## src/rtl/team_06_ptt_link_arbiter_if.sv

```systemverilog
// Sample-path bundle for the PTT link arbiter: key levels, mic/rx sample
// strobes in, arbitration state and tx/speaker sample strobes out.
interface team_06_ptt_link_arbiter_if;
   logic       ptt;
   logic       mute;
   logic       mic_valid;
   logic [7:0] mic_sample;
   logic       rx_valid;
   logic [7:0] rx_sample;
   logic [1:0] state;
   logic       tx_valid;
   logic [7:0] tx_sample;
   logic       spk_valid;
   logic [7:0] spk_sample;
   logic       busy;
   logic       tx_timeout;

   modport master (
      output ptt, mute, mic_valid, mic_sample, rx_valid, rx_sample,
      input  state, tx_valid, tx_sample, spk_valid, spk_sample, busy, tx_timeout
   );

   modport slave (
      input  ptt, mute, mic_valid, mic_sample, rx_valid, rx_sample,
      output state, tx_valid, tx_sample, spk_valid, spk_sample, busy, tx_timeout
   );
endinterface

```

## src/rtl/team_06_ptt_link_arbiter.sv

```systemverilog
// Half-duplex PTT link arbiter: grants the 8-bit sample path to TX (mic) on
// push-to-talk or to RX (speaker) on carrier, with listen-before-talk, RX hang
// time, TX->IDLE guard interval and transmit time-out.
// Optional feature macro: PTT_OVERRIDE_EN (ptt pre-empts RX and wins over
// carrier in IDLE). Undefined: RX is never pre-empted.
module team_06_ptt_link_arbiter #(
   parameter int unsigned SQUELCH_TH   = 8,
   parameter int unsigned HANG_SAMPLES = 64,
   parameter int unsigned GUARD_CYCLES = 32,
   parameter int unsigned TOT_SAMPLES  = 240000
) (
   input logic                         clk,
   input logic                         rst,
   team_06_ptt_link_arbiter_if.slave   bus
);
   localparam int unsigned HANG_W  = $clog2(HANG_SAMPLES + 1);
   localparam int unsigned GUARD_W = $clog2(GUARD_CYCLES + 1);
   localparam int unsigned TOT_W   = $clog2(TOT_SAMPLES + 1);
   localparam logic [HANG_W-1:0] HANG_MAX = HANG_W'(HANG_SAMPLES);
   localparam logic [TOT_W-1:0]  TOT_MAX  = TOT_W'(TOT_SAMPLES);

   typedef enum logic [1:0] {
      IDLE  = 2'b00,
      RX    = 2'b01,
      TX    = 2'b10,
      GUARD = 2'b11
   } state_t;

   state_t               state_q, state_d;
   logic [HANG_W-1:0]    hang_q, hang_d;
   logic [GUARD_W-1:0]   guard_q, guard_d;
   logic [TOT_W-1:0]     tot_q, tot_d, tot_inc;
   logic                 tx_timeout_q, tx_timeout_d;
   logic [8:0]           mag;
   logic                 carrier;
   logic                 ptt_ok;
   logic                 busy_c;
   logic                 tx_valid_q, spk_valid_q;
   logic [7:0]           tx_sample_q, spk_sample_q;

   // Carrier detect: 9-bit distance from midscale so 0x00 yields 128.
   always_comb begin
      mag = '0;
      if (bus.rx_sample[7]) mag = {1'b0, bus.rx_sample} - 9'd128;
      else                  mag = 9'd128 - {1'b0, bus.rx_sample};
      carrier = bus.rx_valid && (32'(mag) > SQUELCH_TH);
      ptt_ok  = bus.ptt && !tx_timeout_q;
   end

   // State and counter registers.
   always_ff @(posedge clk or posedge rst) begin
      if (rst) begin
         state_q      <= IDLE;
         hang_q       <= '0;
         guard_q      <= '0;
         tot_q        <= '0;
         tx_timeout_q <= 1'b0;
      end else begin
         state_q      <= state_d;
         hang_q       <= hang_d;
         guard_q      <= guard_d;
         tot_q        <= tot_d;
         tx_timeout_q <= tx_timeout_d;
      end
   end

   // Next-state and counter updates; all counters saturate.
   always_comb begin
      state_d      = state_q;
      hang_d       = hang_q;
      guard_d      = guard_q;
      tot_d        = tot_q;
      tot_inc      = (tot_q == TOT_MAX) ? tot_q : tot_q + TOT_W'(1);
      tx_timeout_d = bus.ptt ? tx_timeout_q : 1'b0;
      case (state_q)
         IDLE: begin
`ifdef PTT_OVERRIDE_EN
            if (ptt_ok) begin
               state_d = TX;
               tot_d   = '0;
            end else if (carrier) begin
               state_d = RX;
               hang_d  = HANG_MAX;
            end
`else
            if (carrier) begin
               state_d = RX;
               hang_d  = HANG_MAX;
            end else if (ptt_ok) begin
               state_d = TX;
               tot_d   = '0;
            end
`endif
         end
         RX: begin
`ifdef PTT_OVERRIDE_EN
            if (ptt_ok) begin
               state_d = TX;
               hang_d  = '0;
               tot_d   = '0;
            end else
`endif
            if (carrier) begin
               hang_d = HANG_MAX;
            end else if (bus.rx_valid) begin
               // The strobe that exhausts the hang count also leaves RX.
               if (hang_q <= HANG_W'(1)) begin
                  hang_d  = '0;
                  state_d = IDLE;
               end else begin
                  hang_d = hang_q - HANG_W'(1);
               end
            end
         end
         TX: begin
            if (bus.mic_valid) tot_d = tot_inc;
            if (!bus.ptt) begin
               state_d = GUARD;
               guard_d = '0;
            end else if (bus.mic_valid && (tot_inc == TOT_MAX)) begin
               state_d      = GUARD;
               guard_d      = '0;
               tx_timeout_d = 1'b1;
            end
         end
         default: begin
            if (32'(guard_q) + 32'd1 >= GUARD_CYCLES) begin
               state_d = IDLE;
               guard_d = '0;
            end else begin
               guard_d = guard_q + GUARD_W'(1);
            end
         end
      endcase
   end

   // Status outputs decoded from the current state.
   always_comb begin
      busy_c = (state_q == RX);
   end

   // Sample datapath: one-cycle latency, routed by the state at the strobe.
   always_ff @(posedge clk or posedge rst) begin
      if (rst) begin
         tx_valid_q   <= 1'b0;
         tx_sample_q  <= 8'h80;
         spk_valid_q  <= 1'b0;
         spk_sample_q <= 8'h80;
      end else begin
         tx_valid_q <= (state_q == TX) && bus.mic_valid;
         if ((state_q == TX) && bus.mic_valid)
            tx_sample_q <= bus.mute ? 8'h80 : bus.mic_sample;
         case (state_q)
            RX: begin
               spk_valid_q <= bus.rx_valid;
               if (bus.rx_valid) spk_sample_q <= bus.rx_sample;
            end
            IDLE: begin
               spk_valid_q <= bus.rx_valid;
               if (bus.rx_valid) spk_sample_q <= 8'h80;
            end
            default: spk_valid_q <= 1'b0;
         endcase
      end
   end

   assign bus.state      = state_q;
   assign bus.busy       = busy_c;
   assign bus.tx_timeout = tx_timeout_q;
   assign bus.tx_valid   = tx_valid_q;
   assign bus.tx_sample  = tx_sample_q;
   assign bus.spk_valid  = spk_valid_q;
   assign bus.spk_sample = spk_sample_q;
endmodule
```

## src/flat_wrapper.sv

```systemverilog
// flat-port wrapper written by rule: the top's interface ports become plain ports
module team_06_ptt_link_arbiter_flat 
#(
   parameter int unsigned SQUELCH_TH   = 8,
   parameter int unsigned HANG_SAMPLES = 64,
   parameter int unsigned GUARD_CYCLES = 32,
   parameter int unsigned TOT_SAMPLES  = 240000
)
  (clk, rst, bus_ptt, bus_mute, bus_mic_valid, bus_mic_sample, bus_rx_valid, bus_rx_sample, bus_state, bus_tx_valid, bus_tx_sample, bus_spk_valid, bus_spk_sample, bus_busy, bus_tx_timeout);
  team_06_ptt_link_arbiter_if bus_i ();
  input logic clk;
  input logic rst;
  input wire logic [$bits(bus_i.ptt)-1:0] bus_ptt;
  input wire logic [$bits(bus_i.mute)-1:0] bus_mute;
  input wire logic [$bits(bus_i.mic_valid)-1:0] bus_mic_valid;
  input wire logic [$bits(bus_i.mic_sample)-1:0] bus_mic_sample;
  input wire logic [$bits(bus_i.rx_valid)-1:0] bus_rx_valid;
  input wire logic [$bits(bus_i.rx_sample)-1:0] bus_rx_sample;
  output wire logic [$bits(bus_i.state)-1:0] bus_state;
  output wire logic [$bits(bus_i.tx_valid)-1:0] bus_tx_valid;
  output wire logic [$bits(bus_i.tx_sample)-1:0] bus_tx_sample;
  output wire logic [$bits(bus_i.spk_valid)-1:0] bus_spk_valid;
  output wire logic [$bits(bus_i.spk_sample)-1:0] bus_spk_sample;
  output wire logic [$bits(bus_i.busy)-1:0] bus_busy;
  output wire logic [$bits(bus_i.tx_timeout)-1:0] bus_tx_timeout;
  assign bus_i.ptt = bus_ptt;
  assign bus_i.mute = bus_mute;
  assign bus_i.mic_valid = bus_mic_valid;
  assign bus_i.mic_sample = bus_mic_sample;
  assign bus_i.rx_valid = bus_rx_valid;
  assign bus_i.rx_sample = bus_rx_sample;
  assign bus_state = bus_i.state;
  assign bus_tx_valid = bus_i.tx_valid;
  assign bus_tx_sample = bus_i.tx_sample;
  assign bus_spk_valid = bus_i.spk_valid;
  assign bus_spk_sample = bus_i.spk_sample;
  assign bus_busy = bus_i.busy;
  assign bus_tx_timeout = bus_i.tx_timeout;
  team_06_ptt_link_arbiter #(.SQUELCH_TH(SQUELCH_TH), .HANG_SAMPLES(HANG_SAMPLES), .GUARD_CYCLES(GUARD_CYCLES), .TOT_SAMPLES(TOT_SAMPLES)) u_core (.clk(clk), .rst(rst), .bus(bus_i));
endmodule
```

## config.mk

```make
export PLATFORM = sky130hd
export DESIGN_NAME = team_06_ptt_link_arbiter_flat
export DESIGN_NICKNAME = d
export VERILOG_FILES = /design/src/rtl/team_06_ptt_link_arbiter_if.sv /design/src/rtl/team_06_ptt_link_arbiter.sv /design/src/flat_wrapper.sv
export SDC_FILE = /design/constraint.sdc
export NUM_CORES = 1
export LEC_CHECK = 0
export BUFFER_PORTS_ARGS = -buffer_cell sky130_fd_sc_hd__buf_2
export CAP_MARGIN = 10
export CELL_PAD_IN_SITES_DETAIL_PLACEMENT = 1
export CELL_PAD_IN_SITES_GLOBAL_PLACEMENT = 2
export CORE_MARGIN = 2
export CORE_UTILIZATION = 38
export CTS_BUF_LIST = sky130_fd_sc_hd__clkbuf_8
export DETAILED_ROUTE_END_ITERATION = 8
export PLACE_DENSITY = 0.91
export SLEW_MARGIN = 15
export SYNTH_ARGS = -nofsm -noshare
export SYNTH_HDL_FRONTEND = slang
export SYNTH_SLANG_ARGS = --single-unit
```

## constraint.sdc

```tcl
create_clock -name clk -period 4.7 [get_ports clk]
set_input_delay 0.94 -clock clk [delete_from_list [all_inputs] [get_ports clk]]
set_output_delay 0.94 -clock clk [all_outputs]
set_load 0.05 [all_outputs]
```

# --- Yosys cells after proc, flatten, opt, wreduce, memory -nomap -nowiden ---
# Cells that the tools add are included.
word_totals:
  input_bits: 22
  reg_bits: 52
  output_inout_bits: 22
  wordCells: 82
classes:
  n_eq_ne: 15
  bitwise_logic: 1
  muxes: 33
  order_cmp: 3
  reduce_logical: 15
  addsub: 6
op_table:
  columns: ["cell", "n"]
  rows:
  - ["$mux 18", 4]
  - ["$eq 18x18->1 const B", 2]
  - ["$pmux 18 s2", 1]
  - ["$ge 32x6->1 const B", 1]
  - ["$mux 7", 4]
  - ["$mux 8", 3]
  - ["$add 18x1->18 const B", 1]
  - ["$mux 6", 3]
  - ["$mux 2", 8]
  - ["$pmux 8 s2", 1]
  - ["$pmux 7 s2", 1]
  - ["$pmux 6 s2", 1]
  - ["$ne 2x2->1 const B", 5]
  - ["$gt 9x4->1 const B", 1]
  - ["$mux 9", 1]
  - ["$sub 8x8->9 const A", 1]
  - ["$sub 8x8->9 const B", 1]
  - ["$add 6x1->7 const B", 1]
  - ["$le 7x1->1 const B", 1]
  - ["$sub 7x1->7 const B", 1]
  - ["$add 6x1->6 const B", 1]
  - ["$ne 2x1->1 const B", 3]
  - ["$ne 3x2->1 const B", 2]
  - ["$pmux 2 s3", 1]
  - ["other kinds (15)", 24]

# --- Logic depth before layout (Yosys ltp) ---
# Gate-level depths: netlist (run 1).
logic_depth:
  word_depth: 7
  mapped_depth: 10
  mapped_depth_nobuf: 9

# --- Worst setup path after synthesis (run 1) ---
# OpenSTA, ideal clock, no wires.
synth_timing:
  path_type: "in2reg"
  from: "input port bus_rx_sample[0]"
  to: "register u_core.hang_q[3]"
  setup_slack_ns: 2.008
  path_buffers: 0
  arrival_time_ns: 2.567
  t_required_ns: 4.575
  setup_ns: 0.125
  cell_stages: 9
  cell_sequence: "inv_1 > ha_1 > nor4b_1 > a22o_1 > a31oi_1 > nand2_1 > a21oi_1 > o21ai_0 > mux2_2"
synth_between:
  elab_chain_len: 6
  elab_cells_between_ends: 10
  cone_classes: "2 x add/sub; 1 x order compare; 2 x eq/ne; 3 x mux; 2 x reduce/logical"
synth_lines:
  columns: ["item", "line_no", "source"]
  rows:
  - ["start, declared", "flat_wrapper.sv:18", "input wire logic [$bits(bus_i.rx_sample)-1:0] bus_rx_sample;"]
  - ["$sub 8x8->9 (on tied branches)", "team_06_ptt_link_arbiter.sv:45, team_06_ptt_link_arbiter.sv:44", null]
  - ["$mux 9 *", "team_06_ptt_link_arbiter.sv:44", "if (bus.rx_sample[7]) mag = {1'b0, bus.rx_sample} - 9'd128;"]
  - ["$gt 9x4->1 *", "team_06_ptt_link_arbiter.sv:46", "carrier = bus.rx_valid && (32'(mag) > SQUELCH_TH);"]
  - ["$logic_and 1x1->1 *", "team_06_ptt_link_arbiter.sv:46", null]
  - ["$ne 3x2->1 (no line) (tied with other cells)", null, null]
  - ["$reduce_and 3->1 (no line) or $pmux 7 s2 (tied branches)", null, null]
  - ["end signal, assigned", "team_06_ptt_link_arbiter.sv:60", "hang_q <= hang_d;"]
  - ["end, declared", "team_06_ptt_link_arbiter.sv:30", "logic [HANG_W-1:0] hang_q, hang_d;"]
# Mark *: on every way between the ends. The rest lies on a longest branch, timed or not.
# A chain may end at the register's enable or synchronous reset.

# --- Worst setup path after layout (run 1) ---
layout_timing:
  from: "register u_core.state_q[1] (netlist: u_core.bus.state[1])"
  to: "register u_core.tot_q[13]"
layout_between:
  elab_chain_len: 3
  elab_cells_between_ends: 8
  cone_classes: "4 x eq/ne; 1 x mux; 3 x reduce/logical"
layout_lines:
  columns: ["item", "line_no", "source"]
  rows:
  - ["start, declared", "team_06_ptt_link_arbiter.sv:29", "state_t state_q, state_d;"]
  - ["start signal, assigned", "team_06_ptt_link_arbiter.sv:59", "state_q <= state_d;"]
  - ["$eq 2x2->1 or $logic_not 2->1 (tied branches)", "team_06_ptt_link_arbiter.sv:75", "case (state_q)"]
  - ["$ne 2x2->1 (no line) (tied with other cells)", null, null]
  - ["$reduce_and 4->1 (no line)", null, null]
  - ["end signal, assigned", "team_06_ptt_link_arbiter.sv:62", "tot_q <= tot_d;"]
  - ["end, declared", "team_06_ptt_link_arbiter.sv:32", "logic [TOT_W-1:0] tot_q, tot_d, tot_inc;"]
# Several ways; a longest one is shown, not always the timed one.

==> run_results.csv, run 1 <==
group,metric,value,unit
layout,syn2layout_area_growth,10.80,%
sta,period_needed,3.203,ns
sta,finalSetupViolations,0,
synth,synthFlopType,"dfrtp_1",
die,core,8175,µm²
synth,synth_seq_cells,52,
global_route,grt_usage,20.19,%
synth,ys_warn_count,0,
setup_path,path_cells,"inv_1, nor2_1, nand2_1, clkinv_1, a31oi_1, o21ai_0, o21ai_0",
run,drv_cap,0,
synth,syn-num-nets,407,
layout,multi_input_area,1724,µm²
die,ioPinCount,44,
setup_path,rr_worst_depth,7,
routing,via_per_inst,5.623,
layout,nets,437,
placement,dpl.cell_count,507,
global_route,antenna_found_initial,0,
global_route,grt_pass1_vias,2921,
routing,first_pass_iters,4,
die,start_util,39.10,%
clock_tree,clock_path_buffers,2,
power,leakage,1.625,nW
setup_path,reg2reg_slack,1.50,ns
setup_path,critPathSlowestCell,"a31oi_1",
global_route,use_met2,32.87,%
synth,synthArstFlopShare,100.0,%
routing,routed_wl,8684,µm
layout,n_antenna_cell,0,
clock_tree,clk_pin_slew_worst_paths,0.10,ns
global_route,grt_use_met1,28.69,%
clock_tree,cts_hold_buffers,0,
setup_path,critical_path.top_delay_family,"compound AO/OA/AOI/OAI gates",
setup_path,cp_max_fo,18,
setup_path,path_depth,7,
hold_path,min_path_cells,2,
hold_path,hold_class,"flop to flop",
setup_path,slowest_delay,0.74,ns
synth,synthCells,379,
synth,synth.cell_area,3197,µm²
clock_tree,cts_resized,0,
clock_tree,post_cts_buffers,0,
global_route,grt_pass1_wl,14480,µm
layout,drive_gt1_share,16.83,%
placement,hpwl,6377,µm
routing,drt.antenna.violating_nets,0,
sta,relSlewSlack,36.86,%
clock_tree,cts-htree-levels,2,
sta,hold_viol,0,
placement,port_buffers,43,
power,peakVddDrop,177.8,µV
clock_tree,cts_tree,"built",
clock_tree,numCtsBuffers,5,
setup_path,cp.arrival,3.43,ns
setup_path,criticalPathCategory,"flop to flop",
synth,synth-seq-area-share,40.78,%
global_route,grt_max_degree,53,
sta,grt_setup_unrepaired,"false",
synth,synth_edf_count,0,
clock_tree,cts_root_buf,"clkbuf_8",
global_route,overflow,0,
global_route,grt_busiest_layer,"met2",
power,powerDensity,454.3,nW/µm²
die,num_rows,33,
sta,period_share,68.14,%
layout,final-instance-count-excl-fill,515,
routing,vias,2896,
sta,fin_skew,0.01097,ns
sta,finalMaxSlewViolations,0,
routing,avgRoutedWirePerCell,16.86,µm
synth,synthDistinctLibCells,60,
synth,synth_area_per_cell,8.435,µm²
clock_tree,clk_latency,0.31,ns
layout,fill_cells,1011,
setup_path,cp-end-kind,"flop",
setup_path,path_common_cell,"o21ai_0",
sta,worstMarginPinSlew,0.9427,ns
placement,gp_congestion,0.7979,
die,die_h,95.72,µm
outcome,status,"complete, no violations",
routing,drt_iter0_drc,93,
setup_path,crit_buf_inv,2,
die,dieArea,9162,µm²
setup_path,startpoint_type,"flop",
layout,seq_area,1304,µm²
sta,clock.fmax,312.3,MHz
clock_tree,numClockSinks,52,
die,die_w,95.72,µm
setup_path,required,4.92,ns
global_route,grtUsageMet3,2.584,%
sta,tns,0,ns
routing,drc,0,
sta,fin_hold_ws,0.4576,ns
-- cell usage after synthesis, types with 2 or more instances --
cell type  instances  area [µm²]
a21o_1             4       30.03
a21oi_1           15       75.07
a22o_1             3       26.28
a22oi_1            3       22.52
a31oi_1           16       100.1
and2_1             4       25.02
and3_1             4       25.02
buf_2              9       45.04
buf_4              5       37.54
clkbuf_1           8       30.03
dfrtp_1           50        1251
dfstp_2            2       52.55
ha_1               6       75.07
inv_1             14       52.55
mux2i_1            3       30.03
nand2_1           56       210.2
nand2b_1           7       43.79
nand3_1           12       60.06
nand3_2            3       30.03
nand3b_1           8       60.06
nand4_1            9       56.30
nand4b_1           3       26.28
nor2_1            39       146.4
nor2b_1            3       18.77
nor3_1             6       30.03
nor4_1             4       25.02
nor4b_1            2       17.52
o211ai_1           2       15.01
o21a_1             3       22.52
o21ai_0           30       150.1
o21ai_1            5       25.02
o22ai_1            3       18.77
o31ai_1            3       22.52
o41ai_1            2       17.52
or3_1              4       25.02
xnor2_1            4       35.03
xor2_1             2       17.52
-- flip-flops by register name (all words and copies together), names as in the netlist --
name and flops:
u_core.tot_q 18, u_core.bus.tx_valid 1, u_core.bus.spk_sample 8, u_core.bus.tx_sample 8, u_core.hang_q 7, u_core.guard_q 6, u_core.bus.tx_timeout 1, u_core.bus.state 2
u_core.bus.spk_valid 1
-- cell families (layout without fill, tap and decap cells) --
logic type,count (synthesis),count (layout),synth area share [%]
and+or+nand+nor,174,174,29.08
AOI/OAI and AO/OA,100,100,19.57
DFF,52,52,40.78
buffers and inverters,37,68,5.284
muxes,4,4,1.292
xor gates and xnor gates,6,6,1.644
adders and majority gates,6,6,2.348
-- stage by stage --
stage | cell area (µm²) | utilization (%) | worst slack [ns] | power [mW]
6_report | 3542 | 43.33 | 1.497 | 1.609
5_1_grt | 3542 | 43.33 | 1.086 | 1.731
4_1_cts | 3542 | 43.33 | 1.502 | 1.635
3_5_place_dp | 3446 | 42.15 | 1.525 | 1.354
3_3_place_gp | 3446 | 42.15 | 1.541 | 1.325
2_1_floorplan | 3197 | - | 2.008 | 1.179
-- placed cells by master (no fill, tap or decap), drive strengths merged, types with 4 or more instances in the layout --
| cell type | instances |
|---|---|
| nand3 | 16 |
| xnor2 | 4 |
| ha | 6 |
| a31oi | 16 |
| and3 | 4 |
| a21o | 4 |
| nand4 | 11 |
| clkbuf | 6 |
| nand2b | 7 |
| and2 | 4 |
| or3 | 4 |
| nand2 | 56 |
| inv | 15 |
| buf | 45 |
| nor4 | 5 |
| dfrtp | 50 |
| o21ai | 36 |
| a21oi | 16 |
| nor2 | 40 |
| nand3b | 8 |
| nor3 | 6 |
-- final timing paths --
| check | from | to |
|---|---|---|
| worst max-delay path | u_core.bus.state[1] | u_core.tot_q[13] |
| worst min-delay path | u_core.bus.tx_sample[7] | u_core.bus.tx_sample[7] |
| worst max register to register | u_core.bus.state[1] | u_core.tot_q[13] |
| max in group asynchronous | rst | u_core.bus.state[0] |
| min in group asynchronous | rst | u_core.hang_q[5] |
| worst min register to register | u_core.bus.tx_sample[7] | u_core.bus.tx_sample[7] |
-- layer usage --
layer | up-vias | share of wire [%]
li1 | 1413 | -
met1 | 1428 | 48
met2 | 47 | 49
met3 | 8 | 2.7
met4 | 0 | 1.0
met5 | - | 0
-- area by class of cell --
cell class | instances | share of cell area (%)
Clock inverter | 2 | 0.3886
Clock buffer | 6 | 2.331
Sequential cell | 52 | 36.81
Tap cell | 105 | 3.709
Inverter | 15 | 1.590
Timing Repair Buffer | 45 | 6.499
Multi-Input combinational cell | 290 | 48.68
-- power breakdown --
group | leakage, nW | total (mW) | internal [mW] | switching (mW)
combinational | 0.892 | 0.665 | 0.200 | 0.465
clock | 0.0516 | 0.272 | 0.121 | 0.151
sequential | 0.681 | 0.673 | 0.547 | 0.126
total | 1.62 | 1.61 | 0.868 | 0.741
-- worst min-delay path, cell delays in order, from the launching register on --
cell,delay (ns)
dfstp_2,0.38
nand2_1,0.05
nand2_1,0.04
(Power assumes the default switching activity.)
==> run 2: changes to the inputs <==
CORE_UTILIZATION = 32   (was 38)
PLACE_DENSITY = 0.83   (was 0.91)
clock period = 2.9 ns   (was 4.7 ns; I/O delays follow)
==> run 2 against run 1 <==
Clock skew fell by 0.0043 ns. Design area rose by 3.5%. Sequential share of layout area fell by 1.3 points. Combinational power rose by 65%. Cell count rose by 6.4%. Non-clock buffer count rose by 6. Critical path type unchanged. Critical endpoint is now u_core.guard_q[0]. Highest routed layer unchanged.
==> run_results.csv, run 2 (same netlist as run 1, synthesis figures left out) <==
group,metric,value,unit
power,switchingPower,1.210,mW
clock_tree,cts_resized,0,
clock_tree,clock_path_buffers,2,
global_route,grt_usage,16.50,%
power,p_int,1.566,mW
routing,via_per_inst,5.303,
run,drv_cap,0,
sta,grt_setup_unrepaired,"false",
power,switching_share,43.59,%
placement,port_buffers,43,
layout,syn2layout_area_growth,14.72,%
routing,drc,0,
layout,final_cell_mix,"56 x nand2_1, 50 x dfrtp_1, 43 x buf_2, 39 x nor2_1, 30 x o21ai_0",
die,start_util,32.86,%
global_route,overflow,0,
routing,drt.antenna.violating_nets,0,
sta,relSlewSlack,35.82,%
global_route,grt_pass1_vias,2989,
power,powerDensity,756.9,nW/µm²
clock_tree,cts_hold_buffers,0,
power,leakage,1.672,nW
setup_path,reg2reg_slack,0.38,ns
placement,pre_cts_ws,0.01160,ns
sta,finalSetupViolations,0,
layout,nets,443,
sta,period_share,86.94,%
placement,gp_congestion,0.7765,
sta,fin_hold_ws,0.2930,ns
die,num_rows,36,
outcome,status,"complete, no violations",
routing,drt_iter0_drc,65,
die,core,9729,µm²
setup_path,criticalPathCategory,"flop to flop",
power,power_frac_comb,39.5,%
sta,finalMaxSlewViolations,0,
setup_path,rr_worst_depth,9,
setup_path,reg2reg_to,"u_core.guard_q[0]",
layout,largest_register_ffs,18,
die,die_h,104.0,µm
layout,fill_cells,1229,
clock_tree,cts-htree-levels,2,
hold_path,hold_class,"input port to async pin",
global_route,antenna_found_initial,0,
clock_tree,clk_pin_slew_worst_paths,0.10,ns
clock_tree,numCtsBuffers,5,
layout,regMostFlops,"u_core.tot_q",
setup_path,regToRegStartpoint,"u_core.tot_q[0]",
clock_tree,cts_tree,"built",
setup_path,cp_max_fo,10,
routing,routed_wl,8621,µm
global_route,grt_max_degree,53,
die,dieArea,10810,µm²
setup_path,required,3.08,ns
clock_tree,cts_root_buf,"clkbuf_8",
sta,clock.fmax,396.6,MHz
power,pwr-share-clk,21.1,%
global_route,grt_pass1_wl,14910,µm
routing,vias,2906,
power,fin_total_pwr,2.776,mW
sta,hold_viol,0,
sta,worstMarginPinSlew,0.9582,ns
setup_path,cp.arrival,2.71,ns
setup_path,startpoint_type,"flop",
setup_path,cp-end-kind,"flop",
layout,drive_gt1_share,17.83,%
sta,period_needed,2.521,ns
sta,setup_ws,0.3788,ns
routing,avgRoutedWirePerCell,15.73,µm
power,seqPwrFrac,39.4,%
layout,final_common_cell,"nand2_1",
sta,tns,0,ns
die,ioPinCount,44,
die,die_w,104.0,µm
power,peakVddDrop,307.3,µV
clock_tree,numClockSinks,52,
routing,first_pass_iters,4,
placement,hpwl,6264,µm
clock_tree,post_cts_buffers,0,
sta,fin_skew,0.006676,ns
clock_tree,clk_latency,0.30,ns
layout,n_antenna_cell,0,
## run 2: how the worst max path moves through the flow
stage / from / to / slack, ns / depth (start not counted)
6_report: u_core.tot_q[0] / u_core.guard_q[0] / 0.38 / 9
3_3_place_gp: bus_rx_sample[0] / u_core.tot_q[16] / 0.11 / 10
3_5_place_dp: bus_rx_sample[0] / u_core.tot_q[8] / 0.01 / 10
5_1_grt: bus_rx_sample[1] / u_core.tot_q[17] / 0.16 / 10
4_1_cts: bus_rx_sample[0] / u_core.tot_q[8] / 0.34 / 10
2_1_floorplan: bus_rx_sample[0] / u_core.hang_q[3] / 0.57 / 9
## run 2: worst max-delay path, stage by stage (launching register included)
cell	delay, ns
dfrtp_1	0.50
ha_1	0.29
buf_4	0.18
xor2_1	0.14
nor2_1	0.10
a22oi_1	0.08
nor4b_1	0.43
nand4_2	0.25
o21ai_4	0.29
a31oi_1	0.12
## run 2: area by class of cell
| class | count | area [µm²] | area share [%] |
|---|---|---|---|
| timing repair buffer | 51 | 287.8 | 7.847 |
| clock inverter | 2 | 60.06 | 1.638 |
| tap | 133 | 166.4 | 4.538 |
| multi-input combinational | 290 | 1724 | 47.01 |
| clock buffer | 5 | 68.82 | 1.876 |
| sequential | 52 | 1304 | 35.55 |
| inverter | 15 | 56.30 | 1.535 |
## run 2: power groups by stage
stage / Combinational [mW] / Clock (mW) / Sequential (mW)
3_3_place_gp: 1.08 / 0 / 1.10
2_1_floorplan: 0.625 / 0 / 1.29
5_1_grt: 1.22 / 0.627 / 1.12
3_5_place_dp: 1.11 / 0 / 1.11
4_1_cts: 1.11 / 0.610 / 1.09
6_report: 1.10 / 0.586 / 1.09
## run 2: through the flow
| step | utilization [%] | instances | area [µm²] |
|---|---|---|---|
| after global routing | 37.69 | 548 | 3667 |
| after detailed placement | 36.37 | 541 | 3538 |
| after global placement | 36.37 | 541 | 3538 |
| after CTS | 37.69 | 548 | 3667 |
| final | 37.69 | 548 | 3667 |
| after floorplan | - | 379 | 3197 |
## run 2: layer usage
| layer | track usage, % | routed length, µm | up-vias |
|---|---|---|---|
| met5 | 0 | 0 | - |
| met4 | 4.247 | 100 | 0 |
| met3 | 2.694 | 244 | 8 |
| met2 | 27.26 | 4120 | 35 |
| met1 | 22.50 | 4155 | 1439 |
| li1 | - | - | 1424 |
